[src/rtl/approx_mult_iter.sv]
// Iterative truncation-based approximate unsigned multiplier: retires RADIX_BITS
// multiplier bits per cycle, masking the low tc columns of every partial product.
module approx_mult_iter #(
  parameter int WIDTH      = 16,
  parameter int RADIX_BITS = 2,
  parameter int TW         = $clog2(WIDTH + 1)
) (
  input  logic                 clk,
  input  logic                 rst,
  input  logic                 in_valid,
  output logic                 in_ready,
  input  logic [WIDTH-1:0]     a,
  input  logic [WIDTH-1:0]     b,
  input  logic [TW-1:0]        trunc,
  input  logic                 comp_en,
  output logic                 out_valid,
  input  logic                 out_ready,
  output logic [2*WIDTH-1:0]   result,
  output logic                 busy
);

  localparam int STEPS = (RADIX_BITS > 0) ? WIDTH / RADIX_BITS : 1;
  localparam int PW    = 2 * WIDTH;
  localparam int SW    = (STEPS > 1) ? $clog2(STEPS) : 1;

  if (RADIX_BITS < 1) begin : g_bad_radix
    $error("approx_mult_iter: RADIX_BITS must be at least 1");
  end else if (WIDTH % RADIX_BITS != 0) begin : g_bad_width
    $error("approx_mult_iter: WIDTH must be divisible by RADIX_BITS");
  end

  typedef enum logic [1:0] {IDLE, BUSY, DONE} state_t;

  state_t              state_q;
  logic                in_ready_q;
  logic                out_valid_q;
  logic                busy_q;
  logic [WIDTH-1:0]    a_q;
  logic [WIDTH-1:0]    b_q;
  logic [TW-1:0]       tc_q;
  logic                comp_q;
  logic [SW-1:0]       step_q;
  logic [PW-1:0]       acc_q;
  logic [PW-1:0]       result_q;

  logic [TW-1:0]       tc_in;
  logic [31:0]         shamt;
  logic [RADIX_BITS-1:0] digit;
  logic [PW-1:0]       prod;
  logic [PW-1:0]       pp_m;
  logic [PW-1:0]       acc_d;
  logic [PW-1:0]       comp_term;
  logic                last_step;

  assign tc_in = (trunc > TW'(WIDTH)) ? TW'(WIDTH) : trunc;

  // Partial product for the current digit, low tc columns forced to zero
  always_comb begin
    shamt     = 32'(step_q) * 32'(RADIX_BITS);
    digit     = b_q[shamt +: RADIX_BITS];
    prod      = PW'(a_q) * PW'(digit);
    pp_m      = (prod << shamt) & ({PW{1'b1}} << tc_q);
    acc_d     = acc_q + pp_m;
    comp_term = (comp_q && (tc_q != '0)) ? (PW'(1) << (tc_q - TW'(1))) : '0;
    last_step = (step_q == SW'(STEPS - 1));
  end

  always_ff @(posedge clk) begin
    if (rst) begin
      state_q     <= IDLE;
      in_ready_q  <= 1'b1;
      out_valid_q <= 1'b0;
      busy_q      <= 1'b0;
      a_q         <= '0;
      b_q         <= '0;
      tc_q        <= '0;
      comp_q      <= 1'b0;
      step_q      <= '0;
      acc_q       <= '0;
      result_q    <= '0;
    end else begin
      case (state_q)
        IDLE: begin
          if (in_valid) begin
            a_q        <= a;
            b_q        <= b;
            tc_q       <= tc_in;
            comp_q     <= comp_en;
            acc_q      <= '0;
            step_q     <= '0;
            state_q    <= BUSY;
            in_ready_q <= 1'b0;
            busy_q     <= 1'b1;
          end
        end
        BUSY: begin
          acc_q <= acc_d;
          if (last_step) begin
            state_q     <= DONE;
            result_q    <= acc_d + comp_term;
            out_valid_q <= 1'b1;
          end else begin
            step_q <= step_q + SW'(1);
          end
        end
        DONE: begin
          if (out_ready) begin
            state_q     <= IDLE;
            out_valid_q <= 1'b0;
            in_ready_q  <= 1'b1;
            busy_q      <= 1'b0;
          end
        end
        default: begin
          state_q     <= IDLE;
          in_ready_q  <= 1'b1;
          out_valid_q <= 1'b0;
          busy_q      <= 1'b0;
        end
      endcase
    end
  end

  assign in_ready  = in_ready_q;
  assign out_valid = out_valid_q;
  assign busy      = busy_q;
  assign result    = result_q;

endmodule

[config.mk]
export PLATFORM = sky130hd
export DESIGN_NAME = approx_mult_iter
export DESIGN_NICKNAME = d
export VERILOG_FILES = /design/src/rtl/approx_mult_iter.sv
export SDC_FILE = /design/constraint.sdc
export NUM_CORES = 1
export LEC_CHECK = 0
export CORE_AREA = 5 5 148 136
export DETAILED_ROUTE_END_ITERATION = 6
export DIE_AREA = 0 0 153 141
export GPL_ROUTABILITY_DRIVEN = 0
export PLACE_DENSITY = 0.75
export SYNTH_ARGS = -nofsm -noshare
export SYNTH_HDL_FRONTEND = slang
export SYNTH_SLANG_ARGS = --single-unit
[constraint.sdc]
create_clock -name clk -period 20.5 [get_ports clk]
set_input_delay 6.15 -clock clk [delete_from_list [all_inputs] [get_ports clk]]
set_output_delay 6.15 -clock clk [all_outputs]
set_load 0.01 [all_outputs]
After elaboration in Yosys (flattened, before gate mapping)
Index checks and enable logic that the tools add are counted.
{"block": "totals", "in_bits": 42, "output_inout_bits": 35, "word_cells": 61, "regBits": 110}
{"block": "classes", "add_sub_neg": 4, "muxes": 19, "bitwise": 3, "n_reduce_logical": 11, "shift": 4, "order_cmp": 1, "multipliers": 1, "n_eq_ne": 7}
{"operator": "32-bit adder", "count": 2}
{"operator": "32-bit two-way mux", "count": 2}
{"operator": "32-bit case mux with 2 select lines", "count": 1}
{"operator": "32-bit AND", "count": 1}
{"operator": "1-bit by 5-bit << shifter with 32-bit output, first input constant", "count": 1}
{"operator": "18-bit by 4-bit << shifter with 32-bit output", "count": 1}
{"operator": "32-bit by 5-bit << shifter with 32-bit output, first input constant", "count": 1}
{"operator": "16-bit by 2-bit multiplier with 18-bit output", "count": 1}
{"operator": "16-bit by 5-bit indexed part select with 2-bit output", "count": 1}
{"operator": "3-bit AND reduction", "count": 4}
{"operator": "1-bit case mux with 3 select lines", "count": 3}
{"operator": "2-bit inequality test, second input constant", "count": 4}
{"operator": "2-bit two-way mux", "count": 3}
{"operator": "3-bit two-way mux", "count": 2}
{"operator": "2-bit case mux with 3 select lines", "count": 1}
{"operator": "3-bit case mux with 2 select lines", "count": 1}
{"operator": "2-bit AND reduction", "count": 3}
{"operator": "5-bit greater-than comparator, second input constant", "count": 1}
{"operator": "1-bit two-way mux", "count": 5}
{"operator": "5-bit two-way mux", "count": 1}
{"operator": "5-bit nonzero test", "count": 1}
{"operator": "5-bit by 1-bit subtractor with 5-bit output, second input constant", "count": 1}
{"operator": "3-bit by 1-bit adder with 3-bit output, second input constant", "count": 1}
{"operator": "3-bit equality test, second input constant", "count": 1}
{"operator": "6 further kinds", "count": 7}

Logic depth before layout (Yosys ltp)
{"block": "logic_depth", "ltp_word": 6, "ltp_mapped": 38}

Worst setup path before layout
Ideal clock, no wire load.
{"block": "synth_timing", "kind": "register to register", "start": "reg step_q[0]", "end": "reg result_q[27], in the netlist result[27]", "slack_ns": 13.142, "setup_time_ns": 0.088, "path_stages_with_launch": 33, "t_arrival_ns": 7.270, "path_cell_list": "dfxtp_1 > clkbuf_1 > mux4_2 > mux2i_1 > clkbuf_1 > nor2b_1 > ha_1 > or3_1 > a21oi_1 > nor2_1 > xnor2_1 > mux2i_1 > nor2_1 > a21oi_1 > o21ai_0 > a211oi_1 > ha_1 > nand4_1 > or4_4 > a21o_1 > a21oi_2 > nor2_1 > ha_1 > a21o_1 > a21o_1 > a21o_1 > a221o_1 > a31oi_1 > o31ai_1 > a31oi_1 > nor3b_2 > o211a_1 > nor4_2"}
{"block": "synth_via", "elab_chain_cells": 6, "word_cells_on_any_way": 8}
{"item": "from (decl)", "line": "42", "rtl": "logic [SW-1:0] step_q;"}
{"item": "from (signal assigned)", "line": "103", "rtl": "step_q <= step_q + SW'(1);"}
{"item": "16-bit by 5-bit indexed part select with 2-bit output", "line": "60", "rtl": "digit = b_q[shamt +: RADIX_BITS];"}
{"item": "16-bit by 2-bit multiplier with 18-bit output", "line": "61", "rtl": "prod = PW'(a_q) * PW'(digit);"}
{"item": "18-bit by 4-bit << shifter with 32-bit output", "line": "62", "rtl": "pp_m = (prod << shamt) & ({PW{1'b1}} << tc_q);"}
{"item": "32-bit AND", "line": "62"}
{"item": "32-bit adder", "line": "63", "rtl": "acc_d = acc_q + pp_m;"}
{"item": "32-bit adder", "line": "100", "rtl": "result_q <= acc_d + comp_term;"}
{"item": "to (signal assigned)", "line": "100"}
{"item": "to (decl)", "line": "44", "rtl": "logic [PW-1:0] result_q;"}
Parallel ways exist; a longest one is shown, timed or not.
A chain may end at the register's enable or synchronous reset.

Worst setup path in the final report
{"block": "layout_timing", "start": "reg step_q[2]", "end": "reg result_q[27], in the netlist result[27]"}
Same word-level chain as after synthesis.

==> impl_metrics.json <==
{
  "status": "finished, final reports clean",
  "cp_max_fo": 32,
  "worst_setup_path_end_kind": "flop",
  "core_area_um2": 18600,
  "cts_buffers": 9,
  "route.detailed.drc": 0,
  "clk_latency_ns": 0.38,
  "seq_area_frac_synth_pct": 22.1,
  "hp-class": "reg2reg",
  "tightest_slew_ns": 1.21,
  "crit_slowest_cell": "mux2i_1",
  "die-area_um2": 21600,
  "ys_types": 93,
  "cpMostUsedCell": "a21o_1",
  "rsz0062_at_grt": "false",
  "clkTransAtPathRegs_ns": 0.09,
  "final_common_cell": "nand2_1",
  "fin_crit_sh_pct": 46.1,
  "dp_hpwl_um": 20400,
  "ios": 77,
  "synth_edf_count": 0,
  "num_rows": 48,
  "clk_path_buf_depth": 2,
  "ys.flop_type": "dfxtp_1",
  "slew_headroom_pct": 16.7,
  "yosysWarnings": 0,
  "postRouteWirelength_um": 27000,
  "maxCapViolations": 0,
  "htree_levels": 3,
  "firstDrtPassIters": 6,
  "dr_total_vias": 9811,
  "max_freq_mhz": 106,
  "cp_slowest_stage_delay_ns": 1.03,
  "critPathLaunchType": "flop",
  "antenna_found_initial": 0,
  "finalSetupViolCount": 0,
  "syn_area_per_cell_um2": 7.43,
  "synth-async-reset-ratio_pct": 0,
  "drtAntennaViolNets": 0,
  "grt_pass1_wl_um": 44200,
  "drive_gt1_share_pct": 5.85,
  "area_delta_synth_final_pct": 11.9,
  "skew_ns": 0.0105,
  "fp.dieH_um": 141,
  "syn_nets": 1465,
  "die_width_um": 153,
  "n_antenna_cell": 0,
  "start_util_pct": 53.4,
  "port-buffer-count": 76,
  "postCtsSetupBuffers": 0,
  "grt_pass1_vias": 8866,
  "period_needed_ns": 9.45,
  "peakVddDrop_uv": 42.1,
  "gr-usage-all-layers_pct": 24.3,
  "crit_arrival_ns": 9.74,
  "tns_ns": 0,
  "critical-path-top-delay-family": "compound AO/OA/AOI/OAI gates",
  "cp.required_ns": 20.79,
  "grt-ovfl-total": 0,
  "cts_tree": "yes",
  "root_buffer": "clkbuf_16",
  "wl_per_cell_um": 16.7,
  "syn-instance-count": 1338,
  "timing.final.ws_setup_ns": 11.05,
  "cts_sinks": 110,
  "crit_type": "reg2reg",
  "drtIter0Drc": 825,
  "grt_max_degree": 98,
  "pre_cts_ws_ns": 11.30,
  "cts_resized": 0,
  "nets": 1490,
  "crit_buf_inv": 2,
  "synth-seq-cells": 110,
  "power_density_nw_per_um2": 43.9,
  "syn-cell-area_um2": 9950,
  "power_mw": 0.489,
  "cts_hold_buf": 0,
  "timing.final.max_slew_violations": 0,
  "avgViaCountPerCell": 6.06,
  "hold_viol": 0,
  "leakage_nw": 4.32,
  "final_cell_mix": "196 x nand2_1, 155 x a21oi_1, 125 x nor2_1"
}
[per-layer routing]
layer  share of wire (%)  global-route usage, %  wire length, um  vias up
met3                 6.5                   3.78             1750       43
met1                  46                   34.0            12400     4564
li1                    -                      -                -     4869
met4                 2.2                   7.88              596        0
met2                  45                   38.7            12200      335
met5                   0                      0                0        -
[synth_stat cells (all sizes together), types with 29 or more instances]
master,count,area [um^2]
a21o,29,225
nand2,196,736
nand3,62,315
o21ai,58,290
inv,29,109
a21oi,156,785
a211oi,34,278
ha,82,1030
nor2,127,479
nor2b,39,244
clkbuf,53,199
dfxtp,110,2200
xnor2,47,427
[report_power, final]
part,internal [mW],switching (mW)
registers,0.219,0.00637
logic,0.0297,0.0447
clock network,0.0886,0.100
total,0.338,0.151
[area by class of cell]
class                           count  area [um^2]
Fill cell                        1726         7490
Multi-Input combinational cell   1128         7360
Sequential cell                   110         2200
Timing Repair Buffer               83          811
Tap cell                          250          313
Clock buffer                        9          225
Inverter                           31          116
Clock inverter                      7         95.1
[final timing paths]
path | cells after the start | endpoint | from | slack, ns
setup / recovery | 33 | result[27] | step_q[2] | 11.05
hold / removal | 2 | result[15] | result[15] | 0.45
setup reg to reg | 33 | result[27] | step_q[2] | 11.05
hold reg to reg | 2 | result[15] | result[15] | 0.45
[worst reg2reg max path: cells and delay by family (launching register included)]
family | cells | cell delay, ns
AOI/OAI and AO/OA | 17 | 3.88
xor gates and xnor gates | 1 | 0.16
adders and majority gates | 3 | 0.94
buffers and inverters | 2 | 0.64
DFF | 1 | 0.95
muxes | 2 | 1.20
and+or+nand+nor | 8 | 1.59
[registers in the layout (all words and copies together) (netlist names)]
| register | cells |
|---|---|
| in_ready | 1 |
| out_valid | 1 |
| b_q | 16 |
| step_q | 3 |
| result | 32 |
| acc_q | 32 |
| tc_q | 5 |
| comp_q | 1 |
| a_q | 16 |
| busy | 1 |
| state_q | 2 |
[logic make-up after synthesis]
family | count (synthesis) | synth area share, %
simple gates | 556 | 26.6
fa+ha+maj | 85 | 10.9
mux | 27 | 3.33
xor+xnor | 69 | 6.94
compound gates | 391 | 26.1
flops | 110 | 22.1
buf+inv | 100 | 3.90
[through the flow]
stage	hold slack (ns)	cell area, um^2	instances	utilization, %
after floorplan	0.433	9950	1338	-
after global placement	0.440	10800	1602	58.0
after detailed placement	0.446	10800	1602	58.0
after CTS	0.455	11100	1618	59.8
after global routing	0.476	11100	1618	59.8
final	0.451	11100	1618	59.8
(Power assumes the default switching activity.)
